==> src/rtl/mem_port_arbiter.sv <==
// Purpose: arbitrates one fetch and one data requester onto a single memory port, one transaction in flight.
// Latency: grant is combinational in IDLE; the response appears LAT cycles after the grant; next grant at T+LAT+1.
// Backpressure: requesters hold req/payload until gnt; no grants while busy or in reset; contended data grants are capped by STARVE_MAX.
//
// Ports:
//   clk, rst_b                         clock, synchronous active-high reset
//   if_req/if_addr -> if_gnt           fetch request, word address taken from bits [31:2]
//   if_rvalid/if_rdata                 fetch response pulse and data
//   d_req/d_we/d_be/d_addr/d_wdata     data request (load when d_we=0, store when d_we=1)
//   d_gnt, d_rvalid/d_rdata            data accept, completion pulse, load data
//   m_addr/m_we/m_be/m_wdata/m_rdata   memory port, driven only in the grant cycle
//   busy                               a transaction is outstanding
module mem_port_arbiter #(
    parameter int LAT        = 1,
    parameter int STARVE_MAX = 2
) (
    input  logic        clk,
    input  logic        rst_b,
    input  logic        if_req,
    input  logic [31:0] if_addr,
    output logic        if_gnt,
    output logic        if_rvalid,
    output logic [31:0] if_rdata,
    input  logic        d_req,
    input  logic        d_we,
    input  logic [3:0]  d_be,
    input  logic [31:0] d_addr,
    input  logic [31:0] d_wdata,
    output logic        d_gnt,
    output logic        d_rvalid,
    output logic [31:0] d_rdata,
    output logic [31:0] m_addr,
    output logic        m_we,
    output logic [3:0]  m_be,
    output logic [31:0] m_wdata,
    input  logic [31:0] m_rdata,
    output logic        busy
);

    localparam logic [2:0] LAT_C    = 3'(LAT);
    localparam logic [2:0] STARVE_C = 3'(STARVE_MAX);

    typedef enum logic [1:0] {
        IDLE    = 2'd0,
        WAIT_IF = 2'd1,
        WAIT_D  = 2'd2
    } state_t;

    state_t     state, state_nxt;
    logic [2:0] lat_cnt, lat_cnt_nxt;
    logic [2:0] starve_cnt, starve_nxt;
    logic       store_q, store_nxt;

    always_ff @(posedge clk) begin
        if (rst_b) begin
            state      <= IDLE;
            lat_cnt    <= 3'd0;
            starve_cnt <= 3'd0;
            store_q    <= 1'b0;
        end else begin
            state      <= state_nxt;
            lat_cnt    <= lat_cnt_nxt;
            starve_cnt <= starve_nxt;
            store_q    <= store_nxt;
        end
    end

    always_comb begin
        state_nxt   = state;
        lat_cnt_nxt = lat_cnt;
        starve_nxt  = starve_cnt;
        store_nxt   = store_q;
        if_gnt      = 1'b0;
        if_rvalid   = 1'b0;
        if_rdata    = 32'd0;
        d_gnt       = 1'b0;
        d_rvalid    = 1'b0;
        d_rdata     = 32'd0;
        m_addr      = 32'd0;
        m_we        = 1'b0;
        m_be        = 4'd0;
        m_wdata     = 32'd0;
        busy        = 1'b0;

        // Every output stays quiet while reset is asserted, even if the
        // state register still holds a pre-reset value this cycle.
        if (!rst_b) begin
            case (state)
                IDLE: begin
                    // Data wins contention until the fetch side has been
                    // passed over STARVE_MAX times in a row.
                    if (if_req && (!d_req || starve_cnt == STARVE_C)) begin
                        if_gnt      = 1'b1;
                        m_addr      = {if_addr[31:2], 2'b00};
                        starve_nxt  = 3'd0;
                        lat_cnt_nxt = LAT_C;
                        state_nxt   = WAIT_IF;
                    end else if (d_req) begin
                        d_gnt       = 1'b1;
                        m_addr      = {d_addr[31:2], 2'b00};
                        if (d_we) begin
                            m_we    = |d_be;
                            m_be    = d_be;
                            m_wdata = d_wdata;
                        end
                        store_nxt   = d_we;
                        lat_cnt_nxt = LAT_C;
                        state_nxt   = WAIT_D;
                        if (!if_req)
                            starve_nxt = 3'd0;
                        else if (starve_cnt < STARVE_C)
                            starve_nxt = starve_cnt + 3'd1;
                    end
                end
                WAIT_IF: begin
                    busy = 1'b1;
                    if (lat_cnt == 3'd1) begin
                        if_rvalid   = 1'b1;
                        if_rdata    = m_rdata;
                        lat_cnt_nxt = 3'd0;
                        state_nxt   = IDLE;
                    end else begin
                        lat_cnt_nxt = lat_cnt - 3'd1;
                    end
                end
                WAIT_D: begin
                    busy = 1'b1;
                    if (lat_cnt == 3'd1) begin
                        d_rvalid    = 1'b1;
                        d_rdata     = store_q ? 32'd0 : m_rdata;
                        lat_cnt_nxt = 3'd0;
                        state_nxt   = IDLE;
                    end else begin
                        lat_cnt_nxt = lat_cnt - 3'd1;
                    end
                end
                default: begin
                    state_nxt = IDLE;
                end
            endcase
        end
    end

endmodule

==> config.mk <==
export PLATFORM = sky130hd
export DESIGN_NAME = mem_port_arbiter
export DESIGN_NICKNAME = d
export VERILOG_FILES = /design/src/rtl/mem_port_arbiter.sv
export SDC_FILE = /design/constraint.sdc
export NUM_CORES = 1
export LEC_CHECK = 0
export ABC_AREA = 1
export CAP_MARGIN = 20
export CORE_AREA = 3 3 106 108
export CTS_CLUSTER_DIAMETER = 50
export CTS_CLUSTER_SIZE = 10
export DETAILED_ROUTE_END_ITERATION = 6
export DIE_AREA = 0 0 109 111
export PLACE_DENSITY = 0.69
export SYNTH_ARGS = -nofsm -noshare
export SYNTH_HDL_FRONTEND = slang
export SYNTH_SLANG_ARGS = --single-unit
==> constraint.sdc <==
create_clock -name clk -period 3.2 [get_ports clk]
set_input_delay 0.64 -clock clk [delete_from_list [all_inputs] [get_ports clk]]
set_output_delay 0.64 -clock clk [all_outputs]
set_load 0.005 [all_outputs]
Yosys cells after proc, flatten, opt, wreduce, memory -nomap -nowiden. Cells that the tools add are included. Widths: inputs -> output; s select.

Word-level logic and storage cells: 79. Output and inout bits: 138. Bits in registers: 9. Input bits: 137.

Mux-type cells: 52. Magnitude comparators: 1. Reduce and logical (&&, ||, !) cells: 12. Bitwise logic cells: 1. Eq/ne operators: 7. Add/sub/neg operators: 2.

Operators with widths (count): $mux 32 (16); $mux 3 (7); $mux 4 (5); $mux 1 (19); $mux 2 (3); $pmux 3 s2 (1); $reduce_and 3->1 (2); $pmux 2 s2 (1); $reduce_and 2->1 (2); $reduce_bool 2->1 (2); $reduce_or 4->1 (1); $add 3x1->3 const B (1); $eq 3x1->1 const B (1); $eq 3x2->1 const B (1); $lt 3x2->1 const B (1); $ne 3x1->1 const B (1); $ne 3x3->1 const B (1); $sub 3x1->3 const B (1); $eq 2x1->1 const B (1); $eq 2x2->1 const B (1); $logic_not 2->1 (1); $ne 2x1->1 const B (1); $reduce_or 2->1 (1); $logic_and 1x1->1 (1); 3 further kinds (3).

Longest topological paths before layout. Gate-level depths: netlist (run 1).

Depth in word-level cells: 6. Depth in mapped cells: 9. Gate-level depth less buffers: 9.

Worst setup path after synthesis (run 1). OpenSTA, ideal clock, no wires.

Path kind: input to output. Start: input port rst_b. End: output port m_be[0]. Path buffers: 2. Cell stages on the path: 7. Setup slack: 0.976 ns. Required time: 2.560 ns. Arrival time: 1.584 ns. Cells stage by stage: buf_2 > nor2_1 > inv_1 > nor3_4 > inv_2 > buf_2 > nor2_1.

Cells in the longest elaborated chain, start to end: 1.

RTL lines: start: declaration (line 18) `input logic rst_b,`; $mux 4 (line 87) `if (!rst_b) begin`; end: declaration (line 34) `output logic [3:0] m_be,`.

No other way between the ends.

Worst setup path in the final report (run 1).
Start: input port if_req. End: output port m_addr[2].

Cells in the longest elaborated chain, start to end: 4.

RTL lines: start: declaration (line 19) `input logic if_req,`; $logic_and 1x1->1 (line 92) `if (if_req && (!d_req || starve_cnt == STARVE_C)) begin`; $mux 32 (line 92); $mux 32 (line 88) `case (state)`; $mux 32 (line 87); end: declaration (line 32) `output logic [31:0] m_addr,`.

No other way between the ends.

==> flow_metrics.env, run 1 <==
export IMPL_highest_layer="met4"
export IMPL_numCtsBuffers=3
export IMPL_fin_total_pwr_mw=1.35
export IMPL_wl_met2_um=5360
export IMPL_cp_cell_sequence="clkdlybuf4s50_1 > a21boi_4 > inv_1 > nor2_2 > buf_12 > nand2_1 > nand2_1 > clkdlybuf4s50_1"
export IMPL_cts_clk_slew_worst_paths_ns=0.05
export IMPL_ir_worst_vdd_mv=0.165
export IMPL_final_cell_mix="clkdlybuf4s50_1 (266), nand2_1 (146), nor2_1 (79), inv_1 (49), nor3_1 (33)"
export IMPL_clock_sinks=9
export IMPL_die_y_um=111
export IMPL_yosysWarnings=0
export IMPL_cp_slowest_cell="clkdlybuf4s50_1"
export IMPL_netlist_instances=384
export IMPL_cp_end_kind="primary output"
export IMPL_synth_cell_types=21
export IMPL_drt_met1_wl_um=3420
export IMPL_drtAntennaViolNets=0
export IMPL_synth_top_area_share_pct=30.5
export IMPL_drv_cap=0
export IMPL_synth_top_area_cell="nand2_1"
export IMPL_ctsRootBufferMaster="clkbuf_8"
export IMPL_synthXorXnorAreaFrac_pct=0
export IMPL_status="finished, final reports clean"
export IMPL_dr_first_iter_drc_count=171
export IMPL_postLayoutCellArea_um2=4790
export IMPL_layout_commonest_cell="clkdlybuf4s50_1"
export IMPL_diodes=0
export IMPL_grt_pass1_wl_um=15000
export IMPL_cts_tree="done"
export IMPL_min_from="store_q"
export IMPL_fin_ws_ns=0.113
export IMPL_power_density_nw_per_um2=282
export IMPL_finClkSkew_ns=0.00498
export IMPL_hold_ws_ns=0.489
export IMPL_dr_pass1_iters=4
export IMPL_clk_latency_ns=0.24
export IMPL_ys_seq_area_share_pct=10.0
export IMPL_antenna_found_initial=0
export IMPL_wl_met3_um=1190
export IMPL_row_count=37
export IMPL_drcViolationCount=0
export IMPL_overflow=0
export IMPL_die_width_um=109
export IMPL_rsz0062_at_grt="false"
export IMPL_leakagePower_nw=2.13
export IMPL_synth_compound_area_share_pct=4.25
export IMPL_dp_cells=779
export IMPL_reg2reg_from="state[1]"
export IMPL_wl_um=10100
export IMPL_path_max_fanout=31
export IMPL_syn_avg_cell_area_um2=4.67
export IMPL_fmaxAchievable_ghz=0.324
export IMPL_cp_data_required_time_ns=2.56
export IMPL_io_pin_count=275
export IMPL_route_vias_total=3285
export IMPL_grt_max_degree=34
export IMPL_grt_total_usage_pct=15.0
export IMPL_die_area_um2=12100
export IMPL_area_growth_pct=167
export IMPL_drive_gt1_share_pct=4.92
export IMPL_fin_nets=796
export IMPL_ys_top_cells_by_area="nand2_1 (31%), nor2_1 (17%), inv_1 (10%)"
export IMPL_cts_max_path_buffers=2
export IMPL_port_buffers=268
export IMPL_dp_hpwl_um=8600
export IMPL_critPathKind="in2out"
export IMPL_start_util_pct=17.4
export IMPL_synth_adder_area_share_pct=5.58
export IMPL_hold_violations=0
export IMPL_drv_slew=0
export IMPL_muxShareOfSynthArea_pct=0
export IMPL_place_congestion=0.803
export IMPL_startpoint="if_req"
export IMPL_synthSimpleGateAreaFrac_pct=62.1
export IMPL_wl_per_cell_um=12.8
export IMPL_ys_seq_elements=9
export IMPL_core_area_um2=10300
export IMPL_via_per_inst=4.18
export IMPL_finalCritPeriodShare_pct=96.5
export IMPL_syn_area_um2=1790
export IMPL_critPathLaunchType="primary input"
export IMPL_preCtsSetupSlack_ns=-0.0786
export IMPL_grt_pass1_vias=3155
export IMPL_placed_area_um2=4710
export IMPL_htree_num_levels=1
export IMPL_stdcell_count=786
export IMPL_cp_arrival_ns=2.45
export IMPL_setup_viol=0
export IMPL_max_stage_delay_ns=0.54
export IMPL_finalCriticalPeriod_ns=3.09
export IMPL_synth_top_family_by_area="simple AND/OR/NAND/NOR gates"
export IMPL_min_path_type="reg2reg"
routing by layer:
| metal | global-route usage [%] | vias to the layer above |
|---|---|---|
| met5 | 0 | - |
| met4 | 2.10 | 0 |
| met3 | 4.66 | 7 |
| met2 | 30.5 | 192 |
| met1 | 14.5 | 1415 |
| li1 | - | 1671 |
layout make-up:
class                   count  area (um^2)
clock buffers               4         45.0
fillers                  1035         5540
inverters                  53          199
multi-input cells         297         1300
flip-flops and latches      9          180
well taps                 136          170
repair buffers            287         2890
timing repair:
item | in CTS | in global routing
endpoints found under the setup margin | 60 | 59
pin swaps | 1 | 1
hold buffers | 0 | 0
buffers inserted | 0 | 3
gates resized for setup | 2 | 2
Yosys cell counts, drive strengths merged:
master  instances
clkbuf         11
ha              8
a21oi           8
inv            53
o21a            1
nand4           4
nor4            1
nor2           81
dfxtp           9
nand2         146
conb            1
or2             1
nand3           8
nor3           34
o21ai           2
a21boi          1
buf            15
worst paths after layout:
check	to	slack [ns]	cells past startpoint
setup / recovery	m_addr[2]	0.11	8
hold / removal	store_q	0.49	2
setup reg to reg	store_q	1.71	9
hold reg to reg	store_q	0.49	2
registers in the layout, indices dropped and copies added (netlist names):
signal / cells
store_q: 1
state: 2
lat_cnt: 3
starve_cnt: 3
power by group:
part	total [mW]	internal (mW)	switching, mW
logic	1.04	0.564	0.474
clock network	0.135	0.0871	0.0482
registers	0.174	0.149	0.0249
total	1.35	0.800	0.548
cells by family after synthesis:
logic type                 after synthesis
AOI/OAI and AO/OA                       12
adders and majority gates                8
buffers and inverters                   79
DFF                                      9
other                                    1
and+or+nand+nor                        275
critical path, delay by kind of cell:
kind	cells	cell delay (ns)
AND/OR/NAND/NOR	3	0.30
buffers and inverters	4	1.27
AO/OA/AOI/OAI	1	0.22
through the flow:
step                      setup TNS, ns  util (%)
final                                 0      46.4
after global routing                  0      46.4
after CTS                             0      46.1
after detailed placement          -1.73      45.6
after global placement           -0.312      45.6
after floorplan                       0         -
Power figures use the tool's default switching activity.
==> run 2: changes to the inputs <==
--- a/config.mk
+++ b/config.mk
@@ -7,12 +7,14 @@
 export LEC_CHECK = 0
 export ABC_AREA = 1
 export CAP_MARGIN = 20
-export CORE_AREA = 3 3 106 108
+export CORE_AREA = 2 2 108 110
 export CTS_CLUSTER_DIAMETER = 50
 export CTS_CLUSTER_SIZE = 10
 export DETAILED_ROUTE_END_ITERATION = 6
-export DIE_AREA = 0 0 109 111
-export PLACE_DENSITY = 0.69
+export DIE_AREA = 0 0 110 112
+export GPL_ROUTABILITY_DRIVEN = 0
+export PLACE_DENSITY = 0.66
+export SKIP_CTS_REPAIR_TIMING = 1
 export SYNTH_ARGS = -nofsm -noshare
 export SYNTH_HDL_FRONTEND = slang
 export SYNTH_SLANG_ARGS = --single-unit
==> flow_metrics.env, run 2 (same netlist as run 1, synthesis figures left out) <==
export IMPL_status="finished, final reports clean"
export IMPL_dr_pass1_iters=4
export IMPL_hold_depth=2
export IMPL_reg_largest_list="lat_cnt x3, starve_cnt x3, state x2"
export IMPL_ir_worst_vdd_mv=0.180
export IMPL_fmaxAchievable_ghz=0.315
export IMPL_cts_tree="done"
export IMPL_path_max_fanout=32
export IMPL_leakagePower_nw=2.37
export IMPL_final_cell_mix="clkdlybuf4s50_1 (257), nand2_1 (146), nor2_1 (79), inv_1 (49), nor3_1 (27)"
export IMPL_die_area_um2=12300
export IMPL_grt_pass1_wl_um=14600
export IMPL_switching_share_pct=39.5
export IMPL_drv_cap=0
export IMPL_share_comb_of_total_power_pct=72.9
export IMPL_route_vias_total=3358
export IMPL_wl_per_cell_um=12.9
export IMPL_grt_total_usage_pct=14.5
export IMPL_drtAntennaViolNets=0
export IMPL_fin_setup_tns_ns=0
export IMPL_clockPowerShare_pct=15.4
export IMPL_dp_hpwl_um=8330
export IMPL_finalCriticalPeriod_ns=3.17
export IMPL_cts_clk_slew_worst_paths_ns=0.04
export IMPL_die_width_um=110
export IMPL_dr_first_iter_drc_count=179
export IMPL_numCtsBuffers=3
export IMPL_drcViolationCount=0
export IMPL_wl_um=10200
export IMPL_fin_nets=798
export IMPL_overflow=0
export IMPL_cp_data_required_time_ns=2.56
export IMPL_grt_max_degree=38
export IMPL_postLayoutCellArea_um2=4950
export IMPL_utilization_pct=44.3
export IMPL_io_pin_count=275
export IMPL_layout_commonest_cell="clkdlybuf4s50_1"
export IMPL_die_y_um=112
export IMPL_clock_sinks=9
export IMPL_fin_total_pwr_mw=1.49
export IMPL_antenna_found_initial=0
export IMPL_cp_end_kind="primary output"
export IMPL_clk_latency_ns=0.24
export IMPL_drv_slew=0
export IMPL_min_path_type="reg2reg"
export IMPL_drive_gt1_share_pct=6.13
export IMPL_placed_area_um2=4730
export IMPL_finalCritPeriodShare_pct=99.1
export IMPL_row_count=39
export IMPL_cts_max_path_buffers=2
export IMPL_core_area_um2=11200
export IMPL_dp_cells=785
export IMPL_r2r_cells=10
export IMPL_critPathKind="in2out"
export IMPL_ctsRootBufferMaster="clkbuf_16"
export IMPL_power_density_nw_per_um2=301
export IMPL_setup_viol=0
export IMPL_grt_pass1_vias=3083
export IMPL_stdcell_count=795
export IMPL_p_int_mw=0.901
export IMPL_port_buffers=268
export IMPL_via_per_inst=4.22
export IMPL_hold_violations=0
export IMPL_finClkSkew_ns=0.00124
export IMPL_power_frac_seq_pct=11.7
export IMPL_start_util_pct=16.1
export IMPL_htree_num_levels=1
export IMPL_area_growth_pct=176
export IMPL_p_sw_mw=0.588
export IMPL_diodes=0
export IMPL_cp_arrival_ns=2.53
export IMPL_critPathLaunchType="primary input"
run 2: stage by stage:
step / worst slack, ns / hold slack (ns)
floorplan: 0.976 / 0.438
global placement: 0.0255 / 0.470
detailed placement: -0.0550 / 0.496
CTS: -0.0689 / 0.504
global route: -0.0350 / 0.527
finish: 0.0287 / 0.501
run 2: layout make-up:
type | instances | area [um^2]
clock buffer | 3 | 75.1
clock inverter | 1 | 5.00
multi-input combinational | 297 | 1340
sequential | 9 | 180
fill | 1155 | 6220
tap | 143 | 179
inverter | 53 | 199
timing repair buffer | 289 | 2980
run 2: path summary, 6_finish.rpt:
kind / end / slack, ns / from
worst min-delay path: lat_cnt[1] / 0.50 / lat_cnt[1]
worst max register to register: store_q / 1.56 / starve_cnt[0]
worst min register to register: lat_cnt[1] / 0.50 / lat_cnt[1]
worst max-delay path: d_rdata[16] / 0.03 / rst_b
run 2: critical path: stages:
cell,delay [ns]
clkdlybuf4s50_1,0.46
buf_4,0.19
or2_2,0.30
buf_12,0.18
nor3_1,0.22
clkdlybuf4s50_1,0.54
run 2: per-layer routing:
metal	track usage, %	wire [um]
met5	0	0
met2	29.0	5350
met3	3.75	1060
met4	1.77	71
met1	15.1	3740
run 2: power groups by stage:
stage | logic (mW) | clock network, mW | registers (mW)
after global routing | 1.20 | 0.241 | 0.180
after detailed placement | 1.03 | 0 | 0.176
final | 1.09 | 0.229 | 0.175
after global placement | 1.01 | 0 | 0.172
after CTS | 1.04 | 0.231 | 0.174
after floorplan | 0.457 | 0 | 0.169
==> run 3: changes to the inputs <==
--- a/config.mk
+++ b/config.mk
@@ -5,15 +5,14 @@
 export SDC_FILE = /design/constraint.sdc
 export NUM_CORES = 1
 export LEC_CHECK = 0
-export ABC_AREA = 1
 export CAP_MARGIN = 20
-export CORE_AREA = 2 2 108 110
+export CORE_AREA = 2 2 106 108
 export CTS_CLUSTER_DIAMETER = 50
 export CTS_CLUSTER_SIZE = 10
 export DETAILED_ROUTE_END_ITERATION = 6
-export DIE_AREA = 0 0 110 112
+export DIE_AREA = 0 0 108 110
 export GPL_ROUTABILITY_DRIVEN = 0
-export PLACE_DENSITY = 0.66
+export PLACE_DENSITY = 0.68
 export SKIP_CTS_REPAIR_TIMING = 1
 export SYNTH_ARGS = -nofsm -noshare
 export SYNTH_HDL_FRONTEND = slang
==> flow_metrics.env, run 3 <==
export IMPL_via_per_inst=4.34
export IMPL_layout_commonest_cell="clkdlybuf4s50_1"
export IMPL_fillerInstances=1035
export IMPL_cp_slowest_cell="clkdlybuf4s50_1"
export IMPL_antenna_found_initial=0
export IMPL_syn_area_um2=1730
export IMPL_grt_pass1_vias=2375
export IMPL_max_stage_delay_ns=0.53
export IMPL_synthXorXnorAreaFrac_pct=0.507
export IMPL_min_from="lat_cnt[1]"
export IMPL_drive_gt1_share_pct=6.80
export IMPL_p_int_mw=0.574
export IMPL_start_util_pct=16.2
export IMPL_die_width_um=108
export IMPL_p_sw_mw=0.254
export IMPL_finalCritPeriodShare_pct=98.5
export IMPL_synth_top_area_cell="and2_1"
export IMPL_io_pin_count=275
export IMPL_ys_top_cells_by_area="and2_1 (23%), a22o_1 (15%), and3_1 (13%)"
export IMPL_ys_seq_area_share_pct=10.4
export IMPL_wl_um=10700
export IMPL_fin_nets=646
export IMPL_finClkSkew_ns=0.00228
export IMPL_finalCriticalPeriod_ns=3.15
export IMPL_critPathLaunchType="primary input"
export IMPL_synth_top_family_by_area="simple AND/OR/NAND/NOR gates"
export IMPL_hold_violations=0
export IMPL_ctsRootBufferMaster="clkbuf_8"
export IMPL_wl_per_cell_um=16.7
export IMPL_grt_pass1_wl_um=13200
export IMPL_stdcell_count=640
export IMPL_area_growth_pct=175
export IMPL_route_vias_total=2780
export IMPL_status="finished, final reports clean"
export IMPL_dr_pass1_iters=4
export IMPL_diodes=0
export IMPL_cts_tree="done"
export IMPL_cts_max_path_buffers=2
export IMPL_fmaxAchievable_ghz=0.317
export IMPL_htree_num_levels=1
export IMPL_yosysWarnings=0
export IMPL_cts_clk_slew_worst_paths_ns=0.05
export IMPL_yosysMostFrequentCell="and2_1"
export IMPL_drv_cap=0
export IMPL_overflow=0
export IMPL_min_path_type="reg2reg"
export IMPL_power_frac_seq_pct=15.9
export IMPL_synth_edff_count=0
export IMPL_power_density_nw_per_um2=175
export IMPL_drtAntennaViolNets=0
export IMPL_dp_cells=629
export IMPL_dr_first_iter_drc_count=169
export IMPL_synth_top_area_share_pct=23.2
export IMPL_share_comb_of_total_power_pct=67.7
export IMPL_synthSimpleGateAreaFrac_pct=48.0
export IMPL_clk_latency_ns=0.23
export IMPL_async_reset_ff_share_pct=0
export IMPL_muxShareOfSynthArea_pct=0.579
export IMPL_cp_end_kind="primary output"
export IMPL_switching_share_pct=30.7
export IMPL_fin_total_pwr_mw=0.828
export IMPL_port_buffers=268
export IMPL_drv_slew=0
export IMPL_die_y_um=110
export IMPL_setup_viol=0
export IMPL_cp_arrival_ns=2.51
export IMPL_grt_max_degree=69
export IMPL_synth_adder_area_share_pct=5.79
export IMPL_numCtsBuffers=3
export IMPL_synth_compound_area_share_pct=23.3
export IMPL_netlist_instances=233
export IMPL_critPathMostFrequentCell="clkdlybuf4s50_1"
export IMPL_final_cell_mix="clkdlybuf4s50_1 (266), and2_1 (64), and3_1 (36), a22o_1 (28), buf_4 (12)"
export IMPL_ys_seq_elements=9
export IMPL_drcViolationCount=0
export IMPL_cp_cell_sequence="clkdlybuf4s50_1 > nand2_2 > a211oi_4 > buf_4 > buf_12 > a22o_1 > clkdlybuf4s50_1"
export IMPL_ys_flop_type="dfxtp_1"
export IMPL_die_area_um2=11900
export IMPL_startpoint="d_req"
export IMPL_path_max_fanout=17
export IMPL_clockPowerShare_pct=16.4
export IMPL_reg_largest_list="lat_cnt x3, starve_cnt x3, state x2"
export IMPL_cp_data_required_time_ns=2.56
export IMPL_clock_sinks=9
export IMPL_dp_hpwl_um=8480
export IMPL_synth_top_cells_by_count="and2_1 (64), and3_1 (36), a22o_1 (30)"
export IMPL_leakagePower_nw=1.97
export IMPL_reg2reg_from="state[0]"
export IMPL_grt_total_usage_pct=14.0
export IMPL_syn_avg_cell_area_um2=7.42
export IMPL_critPathKind="in2out"
export IMPL_core_area_um2=10700
export IMPL_ir_worst_vdd_mv=0.207
export IMPL_synth_cell_types=40
export IMPL_row_count=38
==> run 3: worst max-delay path, delay by kind of cell <==
family,cells,cell delay (ns)
buffers and inverters,4,1.39
AOI/OAI and AO/OA,2,0.37
and+or+nand+nor,1,0.10
==> run 3: power by group through the flow <==
stage | Combinational [mW] | Sequential [mW] | Clock, mW
detailed placement | 0.528 | 0.134 | 0
global placement | 0.521 | 0.133 | 0
finish | 0.561 | 0.132 | 0.136
global route | 0.599 | 0.133 | 0.144
floorplan | 0.192 | 0.131 | 0
CTS | 0.531 | 0.132 | 0.136
==> run 3: final cells by class <==
| type | count | area (um^2) | share of cell area, % |
|---|---|---|---|
| sequential | 9 | 180 | 3.80 |
| inverter | 7 | 26.3 | 0.554 |
| tap | 140 | 175 | 3.69 |
| clock buffer | 4 | 45.0 | 0.949 |
| timing repair buffer | 287 | 2930 | 61.8 |
| multi-input combinational | 193 | 1390 | 29.2 |
==> run 3: worst paths after layout <==
kind,slack (ns),end,cells after the start
setup reg to reg,1.46,lat_cnt[0],5
setup / recovery,0.05,m_addr[26],7
hold / removal,0.48,lat_cnt[1],2
hold reg to reg,0.48,lat_cnt[1],2
==> run 3: logic make-up after synthesis <==
group	count (synthesis)
buffers and inverters	32
muxes	1
other	1
adders and majority gates	8
AOI/OAI and AO/OA	50
DFF	9
xor gates and xnor gates	1
and+or+nand+nor	131
==> run 3: per-layer routing <==
| metal | routed length, um | global-route usage (%) | part of all wire [%] | vias to the layer above |
|---|---|---|---|---|
| met1 | 3860 | 15.1 | 36 | 1328 |
| met5 | 0 | 0 | 0 | - |
| met4 | 106 | 2.11 | 0.99 | 0 |
| met3 | 673 | 2.06 | 6.3 | 8 |
| met2 | 6040 | 28.9 | 57 | 97 |
| li1 | - | - | - | 1347 |
==> run 3: metrics by stage <==
stage / utilization [%] / hold slack [ns] / cell area, um^2 / worst slack, ns / setup TNS [ns]
after floorplan: - / 0.440 / 1730 / 1.02 / 0
after global placement: 42.7 / 0.458 / 4560 / -0.00248 / -0.00248
after detailed placement: 42.7 / 0.472 / 4560 / -0.0363 / -0.0861
after CTS: 43.1 / 0.479 / 4610 / -0.0330 / -0.0630
after global routing: 44.4 / 0.502 / 4750 / -0.0263 / -0.474
final: 44.4 / 0.481 / 4750 / 0.0486 / 0
